**src/rtl/imsic_pkg.sv**
```systemverilog
// Shared IMSIC/APLIC types: configuration records,
// MSI request record and the AXI master bundles.
package imsic_pkg;

  typedef struct packed {
    logic [63:0] InptFilesMAddr;
    logic [63:0] InptFilesSAddr;
    int          NrHarts;
    int          NrHartsW;
    int          NrInptFiles;
    int          NrSourcesW;
  } imsic_cfg_t;

  localparam imsic_cfg_t DefaultImsicCfg = '{
    InptFilesMAddr: 64'h2400_0000,
    InptFilesSAddr: 64'h2800_0000,
    NrHarts:        2,
    NrHartsW:       2,
    NrInptFiles:    3,
    NrSourcesW:     11
  };

  typedef struct packed {
    int AXI_ADDR_WIDTH;
    int AXI_DATA_WIDTH;
    int AXI_ID_WIDTH;
  } imsic_protocol_cfg_t;

  localparam imsic_protocol_cfg_t DefaultImsicProtocolCfg = '{
    AXI_ADDR_WIDTH: 64,
    AXI_DATA_WIDTH: 64,
    AXI_ID_WIDTH:   4
  };

  localparam int AXI_AW = DefaultImsicProtocolCfg.AXI_ADDR_WIDTH;
  localparam int AXI_DW = DefaultImsicProtocolCfg.AXI_DATA_WIDTH;
  localparam int AXI_IW = DefaultImsicProtocolCfg.AXI_ID_WIDTH;

  localparam logic [31:0] MSI_FILE_STRIDE = 32'h1000;
  localparam logic [1:0]  AXI_RESP_OKAY   = 2'b00;

  localparam int MSI_HART_W = DefaultImsicCfg.NrHartsW;
  localparam int MSI_FILE_W = $clog2(DefaultImsicCfg.NrInptFiles);
  localparam int MSI_EIID_W = DefaultImsicCfg.NrSourcesW;

  typedef struct packed {
    logic [MSI_HART_W-1:0] hart;
    logic [MSI_FILE_W-1:0] file;
    logic [MSI_EIID_W-1:0] eiid;
  } msi_req_t;

  typedef struct packed {
    logic [AXI_IW-1:0] id;
    logic [AXI_AW-1:0] addr;
    logic [7:0]        len;
    logic [2:0]        size;
    logic [1:0]        burst;
    logic              lock;
    logic [3:0]        cache;
    logic [2:0]        prot;
  } axi_ax_chan_t;

  typedef struct packed {
    logic [AXI_DW-1:0]   data;
    logic [AXI_DW/8-1:0] strb;
    logic                last;
  } axi_w_chan_t;

  typedef struct packed {
    logic [AXI_IW-1:0] id;
    logic [1:0]        resp;
  } axi_b_chan_t;

  typedef struct packed {
    logic [AXI_IW-1:0] id;
    logic [AXI_DW-1:0] data;
    logic [1:0]        resp;
    logic              last;
  } axi_r_chan_t;

  typedef struct packed {
    axi_ax_chan_t aw;
    logic         aw_valid;
    axi_w_chan_t  w;
    logic         w_valid;
    logic         b_ready;
    axi_ax_chan_t ar;
    logic         ar_valid;
    logic         r_ready;
  } axi_mst_req_t;

  typedef struct packed {
    logic        aw_ready;
    logic        ar_ready;
    logic        w_ready;
    logic        b_valid;
    axi_b_chan_t b;
    logic        r_valid;
    axi_r_chan_t r;
  } axi_mst_resp_t;

endpackage

```
**src/rtl/aplic_msi_fifo.sv**
```systemverilog
// Power-of-two request queue for pending MSIs.
// Pointers wrap; the count has one spare bit for full.
module aplic_msi_fifo
  import imsic_pkg::*;
#(
  parameter int  Depth = 4,
  parameter type T     = msi_req_t
) (
  input  logic i_clk,
  input  logic ni_rst,
  input  logic i_push,
  input  T     i_data,
  input  logic i_pop,
  output T     o_data,
  output logic o_full,
  output logic o_empty
);

  localparam int PW = $clog2(Depth);

  T               mem_q [Depth];
  logic [PW-1:0]  wr_q;
  logic [PW-1:0]  rd_q;
  logic [PW:0]    cnt_q;
  logic           push_ok;
  logic           pop_ok;

  assign push_ok = i_push && !o_full;
  assign pop_ok  = i_pop && !o_empty;
  assign o_full  = (cnt_q == (PW+1)'(Depth));
  assign o_empty = (cnt_q == '0);
  assign o_data  = mem_q[rd_q];

  // pointer and occupancy bookkeeping
  always_ff @(posedge i_clk or negedge ni_rst) begin
    if (!ni_rst) begin
      wr_q  <= '0;
      rd_q  <= '0;
      cnt_q <= '0;
    end else begin
      if (push_ok) wr_q <= wr_q + 1'b1;
      if (pop_ok)  rd_q <= rd_q + 1'b1;
      unique case ({push_ok, pop_ok})
        2'b10:   cnt_q <= cnt_q + 1'b1;
        2'b01:   cnt_q <= cnt_q - 1'b1;
        default: cnt_q <= cnt_q;
      endcase
    end
  end

  // entry storage
  always_ff @(posedge i_clk or negedge ni_rst) begin
    if (!ni_rst) begin
      for (int i = 0; i < Depth; i++) mem_q[i] <= '0;
    end else if (push_ok) begin
      mem_q[wr_q] <= i_data;
    end
  end

endmodule

```
**src/rtl/aplic_msi_tx.sv**
```systemverilog
// MSI write initiator: queues APLIC MSI requests and
// posts each as one AXI write to the IMSIC seteipnum_le.
module aplic_msi_tx
  import imsic_pkg::*;
#(
  parameter imsic_cfg_t          ImsicCfg    = DefaultImsicCfg,
  parameter imsic_protocol_cfg_t ProtocolCfg = DefaultImsicProtocolCfg,
  parameter type                 axi_req_t   = axi_mst_req_t,
  parameter type                 axi_resp_t  = axi_mst_resp_t,
  parameter int                  FifoDepth   = 4
) (
  input  logic                                  i_clk,
  input  logic                                  ni_rst,
  input  logic                                  i_msi_valid,
  output logic                                  o_msi_ready,
  input  logic [ImsicCfg.NrHartsW-1:0]          i_msi_hart,
  input  logic [$clog2(ImsicCfg.NrInptFiles)-1:0] i_msi_file,
  input  logic [ImsicCfg.NrSourcesW-1:0]        i_msi_eiid,
  output axi_req_t                              o_req,
  input  axi_resp_t                             i_resp,
  output logic                                  o_busy,
  output logic                                  o_err
);

  localparam int AW = ProtocolCfg.AXI_ADDR_WIDTH;
  localparam int DW = ProtocolCfg.AXI_DATA_WIDTH;
  localparam int SW = DW / 8;
  localparam logic [SW-1:0] WSTRB = SW'(4'hF);

  typedef enum logic [1:0] {IDLE, SEND, RESP} state_e;

  state_e        state_q, state_d;
  logic          aw_pend_q, aw_pend_d;
  logic          w_pend_q, w_pend_d;
  logic [AW-1:0] addr_q, addr_d;
  logic [DW-1:0] data_q, data_d;
  logic          err_q;
  logic          live_q;

  logic          push_fire;
  logic          tgt_bad;
  logic          fifo_push;
  logic          fifo_pop;
  logic          fifo_full;
  logic          fifo_empty;
  msi_req_t      in_req;
  msi_req_t      head;
  logic [AW-1:0] addr_c;
  logic          b_err;
  logic          unused_resp;

  assign unused_resp = ^{i_resp.ar_ready, i_resp.r_valid,
                         i_resp.r, i_resp.b.id};

  assign o_msi_ready = live_q && !fifo_full;
  assign push_fire   = i_msi_valid && o_msi_ready;
  assign tgt_bad     = (int'(i_msi_hart) >= ImsicCfg.NrHarts)
                    || (int'(i_msi_file) >= ImsicCfg.NrInptFiles);
  assign fifo_push   = push_fire && !tgt_bad
                    && (i_msi_eiid != '0);

  assign in_req.hart = i_msi_hart;
  assign in_req.file = i_msi_file;
  assign in_req.eiid = i_msi_eiid;

  assign o_busy = !fifo_empty || (state_q != IDLE);
  assign o_err  = err_q;

  aplic_msi_fifo #(
    .Depth (FifoDepth),
    .T     (msi_req_t)
  ) u_fifo (
    .i_clk   (i_clk),
    .ni_rst  (ni_rst),
    .i_push  (fifo_push),
    .i_data  (in_req),
    .i_pop   (fifo_pop),
    .o_data  (head),
    .o_full  (fifo_full),
    .o_empty (fifo_empty)
  );

  // seteipnum_le address of the file named by the queue head
  always_comb begin
    if (head.file == '0) begin
      addr_c = AW'(ImsicCfg.InptFilesMAddr)
             + AW'(head.hart) * AW'(MSI_FILE_STRIDE);
    end else begin
      addr_c = AW'(ImsicCfg.InptFilesSAddr)
             + (AW'(head.hart) * AW'(ImsicCfg.NrInptFiles - 1)
                + AW'(head.file) - AW'(1))
             * AW'(MSI_FILE_STRIDE);
    end
  end

  // transaction sequencing: pop, issue AW+W, wait B
  always_comb begin
    state_d   = state_q;
    aw_pend_d = aw_pend_q;
    w_pend_d  = w_pend_q;
    addr_d    = addr_q;
    data_d    = data_q;
    fifo_pop  = 1'b0;
    b_err     = 1'b0;
    unique case (state_q)
      IDLE: begin
        if (!fifo_empty) begin
          fifo_pop  = 1'b1;
          addr_d    = addr_c;
          data_d    = DW'(head.eiid);
          aw_pend_d = 1'b1;
          w_pend_d  = 1'b1;
          state_d   = SEND;
        end
      end
      SEND: begin
        if (aw_pend_q && i_resp.aw_ready) aw_pend_d = 1'b0;
        if (w_pend_q && i_resp.w_ready)   w_pend_d  = 1'b0;
        if (!aw_pend_d && !w_pend_d)      state_d   = RESP;
      end
      RESP: begin
        if (i_resp.b_valid) begin
          state_d = IDLE;
          b_err   = (i_resp.b.resp != AXI_RESP_OKAY);
        end
      end
      default: state_d = IDLE;
    endcase
  end

  // state, beat payload and error pulse registers
  always_ff @(posedge i_clk or negedge ni_rst) begin
    if (!ni_rst) begin
      state_q   <= IDLE;
      aw_pend_q <= 1'b0;
      w_pend_q  <= 1'b0;
      addr_q    <= '0;
      data_q    <= '0;
      err_q     <= 1'b0;
      live_q    <= 1'b0;
    end else begin
      state_q   <= state_d;
      aw_pend_q <= aw_pend_d;
      w_pend_q  <= w_pend_d;
      addr_q    <= addr_d;
      data_q    <= data_d;
      err_q     <= (push_fire && tgt_bad) || b_err;
      live_q    <= 1'b1;
    end
  end

  // AXI request drive; read channels stay idle
  always_comb begin
    o_req          = '0;
    o_req.aw_valid = aw_pend_q;
    o_req.aw.addr  = addr_q;
    o_req.aw.size  = 3'd2;
    o_req.aw.burst = 2'b01;
    o_req.w_valid  = w_pend_q;
    o_req.w.data   = data_q;
    o_req.w.strb   = WSTRB;
    o_req.w.last   = 1'b1;
    o_req.b_ready  = (state_q == RESP);
  end

endmodule

```
**config.mk**
```make
export PLATFORM = sky130hd
export DESIGN_NAME = aplic_msi_tx
export DESIGN_NICKNAME = d
export VERILOG_FILES = /design/src/rtl/imsic_pkg.sv /design/src/rtl/aplic_msi_fifo.sv /design/src/rtl/aplic_msi_tx.sv
export SDC_FILE = /design/constraint.sdc
export NUM_CORES = 1
export LEC_CHECK = 0
export CAP_MARGIN = 40
export CORE_ASPECT_RATIO = 1.5
export CORE_UTILIZATION = 30
export CTS_BUF_LIST = sky130_fd_sc_hd__clkbuf_8 sky130_fd_sc_hd__clkbuf_16
export CTS_CLUSTER_DIAMETER = 200
export DETAILED_ROUTE_END_ITERATION = 8
export MAX_ROUTING_LAYER = met4
export PLACE_DENSITY_LB_ADDON = 0.1
export SYNTH_ARGS = -nofsm -noshare
export SYNTH_HDL_FRONTEND = slang
export SYNTH_SLANG_ARGS = --single-unit
```
**constraint.sdc**
```tcl
create_clock -name i_clk -period 5.8 [get_ports i_clk]
set_clock_uncertainty 0.1 [all_clocks]
set_input_delay 0.87 -clock i_clk [delete_from_list [all_inputs] [get_ports i_clk]]
set_output_delay 0.87 -clock i_clk [all_outputs]
set_load 0.01 [all_outputs]
```
==> results of run 1 <==
-- layout by cell type (no fill, tap or decap), types with 3 or more instances in the layout --
| cell type | instances |
|---|---|
| nor2_1 | 9 |
| o21ai_0 | 9 |
| nand2_1 | 48 |
| mux2_2 | 57 |
| buf_4 | 4 |
| conb_1 | 226 |
| a21oi_1 | 3 |
| nand2b_1 | 3 |
| nor4_1 | 3 |
| inv_1 | 14 |
| ha_1 | 8 |
| mux4_2 | 15 |
| nand3_2 | 4 |
| and2_2 | 4 |
| clkdlybuf4s50_1 | 55 |
| dfrtp_1 | 92 |
| xnor2_1 | 5 |
| clkbuf_16 | 9 |
-- power by group through the flow --
stage               logic [W]  registers, W  clock network [W]
floorplan            0.000953       0.00105                  0
global placement      0.00113       0.00111                  0
detailed placement    0.00118       0.00111                  0
CTS                   0.00119       0.00110           0.000620
global route          0.00131       0.00113           0.000647
finish                0.00115       0.00109           0.000601
-- cell families (layout without fill, tap and decap cells) --
logic type | Yosys count | after routing
other | 2 | 226
adder cells (fa/ha/maj) | 10 | 10
flip-flops | 92 | 92
buffers and inverters | 260 | 89
AO/OA/AOI/OAI | 20 | 20
AND/OR/NAND/NOR | 77 | 77
multiplexers | 73 | 73
XOR/XNOR | 7 | 7
-- flip-flops by register name (all words and copies together), names as in the netlist, 2 cells and up --
register and cells:
u_fifo.rd_q 2, u_fifo.wr_q 2, u_fifo.cnt_q 3, addr_q 8
state_q 2, data_q 11, u_fifo.mem_q 60
-- layout make-up --
| type | count | area [um2] | area share (%) |
|---|---|---|---|
| clock buffer | 9 | 225 | 3.70 |
| clock inverter | 7 | 75.1 | 1.23 |
| inverter | 13 | 48.8 | 0.801 |
| multi-input combinational | 413 | 2530 | 41.5 |
| sequential | 92 | 2300 | 37.8 |
| tap | 256 | 320 | 5.26 |
| timing repair buffer | 60 | 596 | 9.77 |
-- worst max path at each step --
stage                       start                     endpoint  slack [ns]  cells after the start
floorplan           i_msi_eiid[2]  u_fifo.cnt_q[2]$_DFFE_PN0P_        3.12                      9
global placement    i_msi_eiid[0]  u_fifo.cnt_q[2]$_DFFE_PN0P_        2.02                     10
global route        i_msi_eiid[0]  u_fifo.cnt_q[2]$_DFFE_PN0P_        2.30                     10
CTS                 i_msi_eiid[0]  u_fifo.cnt_q[2]$_DFFE_PN0P_        2.36                     10
detailed placement  i_msi_eiid[0]  u_fifo.cnt_q[2]$_DFFE_PN0P_        2.01                     10
finish              i_msi_eiid[0]  u_fifo.cnt_q[2]$_DFFE_PN0P_        2.43                     10
-- worst max-delay path: cells and delay by family --
| kind | cells | cell delay (ns) |
|---|---|---|
| xor gates and xnor gates | 2 | 0.30 |
| buffers and inverters | 2 | 0.56 |
| and+or+nand+nor | 4 | 1.22 |
| adders and majority gates | 2 | 0.57 |
-- routing by layer --
layer,wire (um),track usage (%),up-vias,part of all wire [%]
met2,5490,18.1,168,52
met4,116,3.42,0,1.1
met3,603,2.03,6,5.7
li1,-,-,1392,-
met1,4410,14.0,1510,42
met5,0,-,-,0
-- metrics by stage --
step	hold WS, ns	instances	util (%)
2_1_floorplan	0.361	765	-
3_3_place_gp	0.356	833	30.2
3_5_place_dp	0.369	834	30.2
4_1_cts	0.386	850	31.8
5_1_grt	0.409	850	31.8
6_report	0.380	850	31.8
==> summary.md, run 1 <==
| Metric | Value |
|---|---|
| Status | `finished clean` |
| Multiplexer area fraction after synthesis | `16.8%` |
| Seq/Total Area, Yosys | `between 30% and 40%` |
| Place WS | `2.01 ns` |
| Most instantiated library cell after synthesis | `buf_4` |
| Max Clock Freq | `~0.30 GHz` |
| Final Slew Violations | `0` |
| Routed vias | `3076` |
| Worst hold path startpoint | `addr_q[29]$_DFFE_PN0P_` |
| Worst-Margin Slew | `0.727 ns` |
| Sw frac | `about a third` |
| Drt total wl | `10600 um` |
| Finished Cell Area | `slightly above 0.006 mm2` |
| Hold path cells | `1` |
| Syn Area/Cell | `10.9 um2` |
| Number of max-cap violations | `0` |
| Largest family of logic cells by synthesized area | `buffers and inverters` |
| Synth top cells by count | `236 x buf_4, 92 x dfrtp_1, 57 x mux2_2` |
| Power per cell area | `467 mW/mm2` |
| Die Span X | `116 um` |
| Slew headroom | `51.5%` |
| Max IR drop VDD | `between 0.15 and 0.2 mV` |
| Required time worst endpoint | `5.96 ns` |
| Detailed-placement wirelength estimate | `7440 um` |
| Crit Path Max Fanout | `5` |
| Die area | `between 0.02 and 0.025 mm2` |
| Area leader, netlist | `dfrtp_1` |
| R2R Setup Slk | `2.91 ns` |
| Cts bufs inserted | `9` |
| Combinational power share | `40.6%` |
| Final worst-path cycle share | `58.1%` |
| Vias in the first global route | `2889` |
| Asr flop ratio synth | `100%` |
| Xor/xnor cell area share of the yosys netlist | `1.04%` |
| Clock buffer depth | `2` |
| Core area | `0.0192 mm2` |
| Crit Path Category | `in -> reg` |
| Starting Density | `a little under a third` |
| Nets | `699` |
| Root Buffer | `clkbuf_16` |
| Share of cells above drive strength 1 | `17.0%` |
| Violation count after the first detailed-routing iteration | `100` |
| Port buffer count | `between 50 and 60` |
| Yosys warnings | `0` |
| Worst r2r dst | `u_fifo.cnt_q[1]$_DFFE_PN0P_` |
| Clk pwr share | `21.1%` |
| Fin. Hold Viols | `0` |
| Critical path endpoint category | `register` |
| Psw | `between 0.001 and 0.0015 W` |
| Crit path DAT | `3.52 ns` |
| GR Overflow Total | `0` |
| Syn Std Cell Area | `just under 0.006 mm2` |
| Gr usage total | `11.2%` |
| IO Count | `359` |
| Unique masters post-synth | `34` |
| DRT antenna net count | `0` |
| Sequential share of power | `38.3%` |
| Largest net degree at the start of global routing | `56` |
| Synth Area in Adders | `2.38%` |
| Worst r2r path cells | `8` |
| RSZ-0062 raised after global routing | `false` |
| H-Tree Depth | `3` |
| Skew-Pair Late Insertion Delay | `0.34 ns` |
| Clock Sinks | `92` |
| Dominant synthesized flop cell | `dfrtp_1` |
| CTS resizes | `0` |
| # DRC | `0` |
| Area delta synth->final | `3.59%` |
| Tmin final | `3.37 ns` |
| Crit-path cells | `clkdlybuf4s50_1 -> nor4_1 -> nand3_1 -> nand2_1 -> ha_1 -> inv_1 -> fa_1 -> xor2_1 -> nor2_1 -> xor2_1` |
| Synth Register Bits | `92` |
| Final setup violation count | `0` |
| Lkg Pwr | `3.01 nW` |
| Startpoint Class | `input port` |
| Int Pwr | `0.00184 W` |
| Worst hold path type | `reg -> reg` |
| Die Height | `approximately 170 um` |
| Reg-to-Reg Start | `u_fifo.cnt_q[2]$_DFFE_PN0P_` |
| Final WS setup | `2.43 ns` |
| Via density | `3.62` |
| Diode count | `0` |
| Post CTS Setup Buffer Count | `0` |
| Hold endpoint | `addr_q[29]$_DFFE_PN0P_` |
| Global placement routability congestion | `0.714` |
| Post-synthesis simple-gate area fraction | `6.02%` |
| First-pass GRT wire length | `16300 um` |
| Synth top area cells | `dfrtp_1 39%, buf_4 30%, mux2_2 11%, mux4_2 5.7%, nand2_1 3.1%` |
| DRT Pass-1 Iters | `4` |
| Tot Pwr | `about 0.0028 W` |
| Slowest cell delay on critical path | `0.51 ns` |
| Row cnt | `slightly above 60` |
| Setup_tns | `0 ns` |
| CP max-delay cell | `nor4_1` |
| Post-place instance area | `0.00579 mm2` |
| Top cell by count, worst path | `xor2_1` |
| Post-synth EDFFs | `0` |
| CTS tree | `done` |
| Cells after Synth | `541` |
| Initial antenna violation count | `0` |
| Register clock-pin slew on the reported worst setup and hold paths | `0.07 ns` |
| Synth top area share | `39.1%` |
| Post-CTS Hold Buffers | `0` |
| DR WL/cell | `12.5 um` |
| Synth Area in Compound Gates | `2.28%` |
| Fillers | `about 2000` |
No activity file was read; power rests on OpenSTA's default activity.
==> run 2, diff against run 1 <==
==> constraint.sdc (replaced) <==
create_clock -name i_clk -period 3.47 [get_ports i_clk]
set_clock_uncertainty 0.1 [all_clocks]
set_input_delay 0.5205 -clock i_clk [delete_from_list [all_inputs] [get_ports i_clk]]
set_output_delay 0.5205 -clock i_clk [all_outputs]
set_load 0.01 [all_outputs]
==> summary.md, run 2 (same netlist as run 1, synthesis figures left out) <==
| Metric | Value |
|---|---|
| Largest net degree at the start of global routing | `40` |
| Int Pwr | `around 0.0032 W` |
| IO Count | `359` |
| Drt total wl | `about 11000 um` |
| DRT Pass-1 Iters | `4` |
| Skew-Pair Late Insertion Delay | `between 0.3 and 0.4 ns` |
| Diode count | `0` |
| RSZ-0062 raised after global routing | `false` |
| Setup_tns | `0 ns` |
| Post-CTS Hold Buffers | `0` |
| Number of flip-flops in the largest register | `60` |
| Combinational power share | `40.0%` |
| Largest regs | `u_fifo.mem_q: 60 flops, data_q: 11 flops, addr_q: 8 flops` |
| Worst r2r dst | `u_fifo.cnt_q[2]$_DFFE_PN0P_` |
| Cts bufs inserted | `9` |
| Fin. Hold Viols | `0` |
| Crit path DAT | `between 2 and 3 ns` |
| Global placement routability congestion | `0.712` |
| Die area | `0.0202 mm2` |
| Clk pwr share | `22.9%` |
| Initial antenna violation count | `0` |
| Buffers & Inverters on Critical Path | `4` |
| Required time worst endpoint | `3.64 ns` |
| Via density | `3.69` |
| Worst r2r path cells | `9` |
| Routed vias | `3172` |
| Reg-to-Reg Start | `u_fifo.cnt_q[2]$_DFFE_PN0P_` |
| CTS tree | `done` |
| Tmin final | `between 2 and 3 ns` |
| DRT antenna net count | `0` |
| Sw frac | `33.6%` |
| Max Clock Freq | `approximately 0.36 GHz` |
| Detailed-placement wirelength estimate | `approximately 7500 um` |
| Sequential share of power | `37.1%` |
| Final setup violation count | `0` |
| Final Slew Violations | `0` |
| Die Height | `174 um` |
| # DRC | `0` |
| Clock buffer depth | `2` |
| Top reg by flops | `u_fifo.mem_q` |
| Final worst-path cycle share | `79.0%` |
| Nets | `709` |
| Startpoint Class | `input port` |
| Most frequent cells in the layout | `226 x conb_1, 92 x dfrtp_1, 57 x mux2_2, 55 x clkdlybuf4s50_1, 48 x nand2_1` |
| Status | `finished clean` |
| Slowest cell delay on critical path | `approximately 0.50 ns` |
| Row cnt | `just over 60` |
| Critical path endpoint category | `register` |
| Most common cell after layout, fill and taps aside | `conb_1` |
| Violation count after the first detailed-routing iteration | `93` |
| Core area | `0.0192 mm2` |
| Gr usage total | `between 10% and 20%` |
| First-pass GRT wire length | `about 16000 um` |
| Die Span X | `116 um` |
| Fillers | `1941` |
| Vias in the first global route | `about 2900` |
| Number of max-cap violations | `0` |
| CP max-delay cell | `clkdlybuf4s50_1` |
| Power per cell area | `781 mW/mm2` |
| WP depth | `12` |
| CTS resizes | `0` |
| Share of cells above drive strength 1 | `18.4%` |
| Starting Density | `30.7%` |
| R2R Setup Slk | `between 0.8 and 0.9 ns` |
| Psw | `0.00164 W` |
| H-Tree Depth | `3` |
| Max IR drop VDD | `~0.32 mV` |
| Clock Sinks | `92` |
| Port buffer count | `56` |
| GR Overflow Total | `0` |
| DR WL/cell | `about 12 um` |
| Worst-Margin Slew | `a little under 0.7 ns` |
| Worst path top cell family by delay | `buffers and inverters` |
| Crit Path Category | `in -> reg` |
| Area delta synth->final | `6.23%` |
| Register clock-pin slew on the reported worst setup and hold paths | `0.07 ns` |
| Root Buffer | `clkbuf_16` |
| Tot Pwr | `just under 0.005 W` |
| Post CTS Setup Buffer Count | `0` |
| Worst hold path type | `in -> async` |
| Crit-path cells | `clkdlybuf4s50_1 -> nor4_1 -> buf_4 -> nand3_1 -> buf_4 -> nand2_1 -> ha_1 -> inv_1 -> fa_1 -> xor2_1 -> nor2_1 -> xor2_1` |
| Crit Path Max Fanout | `5` |
| Slew headroom | `54.2%` |
| Lkg Pwr | `3.10 nW` |
-- run 2: changes by cell type in the layout (fill, tap and decap cells not counted), sizes merged --
| cell | previous run | this run |
|---|---|---|
| buf | 5 | 15 |
| bufinv | 1 | 3 |
| clkinv | 1 | 2 |
| clkinvlp | 2 | 0 |
| inv | 16 | 14 |
-- run 2: routing by layer --
metal | GRT usage [%] | vias to the layer above | wire (um) | part of all wire [%]
met3 | 2.38 | 11 | 637 | 6.0
met4 | 4.17 | 0 | 145 | 1.4
met5 | - | - | 0 | 0
met2 | 18.9 | 177 | 5640 | 53
li1 | - | 1419 | - | -
met1 | 12.6 | 1565 | 4120 | 39
-- run 2: final cells by class --
class / instances / area [um2] / area share [%]
clock inverters: 6 / 113 / 1.80
multi-input cells: 413 / 2530 / 40.4
well taps: 256 / 320 / 5.13
flip-flops and latches: 92 / 2300 / 36.8
clock buffers: 9 / 225 / 3.60
inverters: 13 / 48.8 / 0.781
repair buffers: 70 / 713 / 11.4
-- run 2: worst max path at each step --
stage	from	end	slack, ns
finish	i_msi_eiid[1]	u_fifo.cnt_q[2]$_DFFE_PN0P_	0.73
global route	i_msi_eiid[1]	u_fifo.cnt_q[2]$_DFFE_PN0P_	0.58
global placement	i_msi_eiid[0]	u_fifo.cnt_q[2]$_DFFE_PN0P_	0.42
detailed placement	i_msi_eiid[1]	u_fifo.cnt_q[2]$_DFFE_PN0P_	0.38
floorplan	u_fifo.rd_q[0]$_DFFE_PN0P_	addr_q[15]$_DFFE_PN0P_	1.04
CTS	i_msi_eiid[1]	u_fifo.cnt_q[2]$_DFFE_PN0P_	0.73
-- run 2: power groups by stage --
stage	clock network, W	registers (W)	logic (W)
after floorplan	0	0.00176	0.00159
after detailed placement	0	0.00184	0.00201
after global placement	0	0.00182	0.00198
after global routing	0.00121	0.00188	0.00222
after CTS	0.00116	0.00182	0.00202
final	0.00112	0.00181	0.00195
-- run 2: worst reg2reg max path: stages (launching register included) --
cell	delay, ns
dfrtp_1	0.48
nor3_1	0.13
nand2b_1	0.18
inv_1	0.51
ha_1	0.28
inv_1	0.06
fa_1	0.37
xor2_1	0.15
nor2_1	0.12
xor2_1	0.15
-- run 2: per-stage QoR --
stage / instance area [um2] / util [%] / instances / hold WS, ns / worst slack [ns]
2_1_floorplan: 6720 / - / 765 / 0.125 / 1.04
3_3_place_gp: 5910 / 30.9 / 844 / 0.362 / 0.416
3_5_place_dp: 5910 / 30.9 / 844 / 0.354 / 0.375
4_1_cts: 6250 / 32.6 / 859 / 0.0541 / 0.731
5_1_grt: 6250 / 32.6 / 859 / 0.0709 / 0.585
6_report: 6250 / 32.6 / 859 / 0.0415 / 0.730
==> run 3, diff against run 2 <==
==> constraint.sdc (replaced) <==
create_clock -name i_clk -period 2.55 [get_ports i_clk]
set_clock_uncertainty 0.1 [all_clocks]
set_input_delay 0.3825 -clock i_clk [delete_from_list [all_inputs] [get_ports i_clk]]
set_output_delay 0.3825 -clock i_clk [all_outputs]
set_load 0.01 [all_outputs]
==> summary.md, run 3 (same netlist as run 1, synthesis figures left out) <==
| Metric | Value |
|---|---|
| Startpoint Class | `register` |
| Skew-Pair Late Insertion Delay | `0.34 ns` |
| Register clock-pin slew on the reported worst setup and hold paths | `roughly 0.070 ns` |
| H-Tree Depth | `3` |
| Crit path DAT | `2.55 ns` |
| Max IR drop VDD | `0.362 mV` |
| Finished Cell Area | `0.00642 mm2` |
| Status | `finished clean` |
| Die Height | `174 um` |
| Top reg by flops | `u_fifo.mem_q` |
| Crit-path cells | `mux4_2 -> inv_1 -> ha_1 -> inv_1 -> ha_1 -> inv_1 -> fa_1 -> xnor2_1 -> o21ai_0` |
| Largest regs | `u_fifo.mem_q: 60 flops, data_q: 11 flops, addr_q: 8 flops` |
| Largest net degree at the start of global routing | `57` |
| CP max-delay cell | `mux4_2` |
| Vias in the first global route | `~3000` |
| Worst path top cell family by delay | `adder cells` |
| Top cell by count, worst path | `inv_1` |
| GR Overflow Total | `0` |
| DRT antenna net count | `0` |
| Most frequent cells in the layout | `226 x conb_1, 91 x dfrtp_1, 57 x mux2_2, 54 x clkdlybuf4s50_1, 48 x nand2_1` |
| Die Span X | `116 um` |
| Slowest cell delay on critical path | `0.56 ns` |
| Buffers & Inverters on Critical Path | `3` |
| Crit Path Max Fanout | `5` |
| Wire length on met1 | `4460 um` |
| Final worst-path cycle share | `95.4%` |
| Number of max-cap violations | `0` |
| IO Count | `359` |
| Core area | `between 0.015 and 0.02 mm2` |
| Crit path from | `u_fifo.rd_q[0]$_DFFE_PN0P_` |
| Via density | `3.67` |
| Row cnt | `62` |
| Detailed-placement wirelength estimate | `a little under 8000 um` |
| Final setup violation count | `0` |
| Number of flip-flops in the largest register | `60` |
| Drt total wl | `10800 um` |
| Global placement routability congestion | `0.725` |
| Most common cell after layout, fill and taps aside | `conb_1` |
| Wire length on met2 | `5570 um` |
| Initial antenna violation count | `0` |
| Worst hold path type | `in -> reg` |
| Max Clock Freq | `slightly above 0.4 GHz` |
| Area delta synth->final | `9.10%` |
| Cts bufs inserted | `9` |
| Diode count | `0` |
| Lkg Pwr | `3.21 nW` |
| Tmin final | `2.43 ns` |
| Met3 Wirelength | `about 610 um` |
| Routed vias | `roughly 3200` |
| Violation count after the first detailed-routing iteration | `114` |
| Critical path endpoint category | `register` |
| DR WL/cell | `12.3 um` |
| Post-route insts no fill | `880` |
| Die area | `around 0.020 mm2` |
| CTS tree | `done` |
| Share of cells above drive strength 1 | `21.2%` |
| Fin util | `about 33%` |
| Fin. Hold Viols | `0` |
| Gr usage total | `11.3%` |
| Post-place instance area | `0.00608 mm2` |
| Reg-to-Reg Start | `u_fifo.rd_q[0]$_DFFE_PN0P_` |
| Clock buffer depth | `2` |
| Top sig layer | `met4` |
| Placed Cells | `~860` |
| Required time worst endpoint | `2.67 ns` |
| Starting Density | `30.7%` |
| Nets | `730` |
| Power per cell area | `1030 mW/mm2` |
| # DRC | `0` |
| Worst-Margin Slew | `0.513 ns` |
| Root Buffer | `clkbuf_16` |
| Final Slew Violations | `0` |
| Port buffer count | `between 50 and 60` |
| Slew headroom | `65.8%` |
| Clock Sinks | `between 90 and 100` |
| DRT Pass-1 Iters | `4` |
| RSZ-0062 raised after global routing | `false` |
| Crit Path Category | `reg -> reg` |
| First-pass GRT wire length | `16300 um` |
| Worst hold path startpoint | `i_msi_eiid[1]` |
## run 3: changes by cell type in the layout (fill, tap and decap cells not counted), moves of 2 or more
cell,change
inv_1,+2
nor4_2,+2
nor4_1,-2
buf_4,+17
bufinv_16,-2
buf_12,+3
## run 3: final timing paths
| kind | end | slack, ns | cells past startpoint |
|---|---|---|---|
| min in group asynchronous | u_fifo.mem_q[24]$_DFFE_PN0P_ | 0.45 | 2 |
| worst max register to register | addr_q[15]$_DFFE_PN0P_ | 0.12 | 9 |
| worst min register to register | addr_q[29]$_DFFE_PN0P_ | 0.37 | 1 |
| worst max-delay path | addr_q[15]$_DFFE_PN0P_ | 0.12 | 9 |
| max in group asynchronous | u_fifo.rd_q[0]$_DFFE_PN0P_ | 1.21 | 3 |
| worst min-delay path | u_fifo.mem_q[1]$_DFFE_PN0P_ | 0.34 | 2 |
## run 3: timing repair
action | in CTS | in global routing
hold buffers | 1 | 0
cloned | 0 | 0
endpoints found under the setup margin | 1 | 2
hold endpoints to repair | 36 | 0
buffers inserted | 0 | 3
resized for setup | 1 | 3
## run 3: metrics by stage
stage / worst slack [ns] / hold WS [ns] / setup TNS, ns / power, W
2_1_floorplan: 0.119 / -0.0131 / 0 / 0.00456
3_3_place_gp: -0.247 / 0.292 / -0.302 / 0.00523
3_5_place_dp: -0.245 / 0.297 / -0.361 / 0.00531
4_1_cts: 0.0566 / 0.371 / 0 / 0.00671
5_1_grt: 0.0192 / 0.372 / 0 / 0.00717
6_report: 0.118 / 0.341 / 0 / 0.00659
## run 3: final cells by class
type / instances / area (um2)
Tap cell: 256 / 320
Clock inverter: 5 / 53.8
Inverter: 13 / 48.8
Clock buffer: 10 / 239
Fill cell: 1973 / 12700
Multi-Input combinational cell: 413 / 2540
Sequential cell: 92 / 2300
Timing Repair Buffer: 91 / 913
## run 3: where the power goes
group | total (W) | switching, W | internal [W] | leakage, nW
combinational | 0.00280 | 0.00131 | 0.00149 | 1.90
sequential | 0.00244 | 0.000379 | 0.00206 | 1.16
clock | 0.00134 | 0.000566 | 0.000778 | 0.148
## run 3: metal layers
metal,GRT usage [%],vias to the layer above
li1,-,1456
met1,13.2,1590
met2,18.7,173
met3,1.96,12
met4,4.97,0
met5,-,-
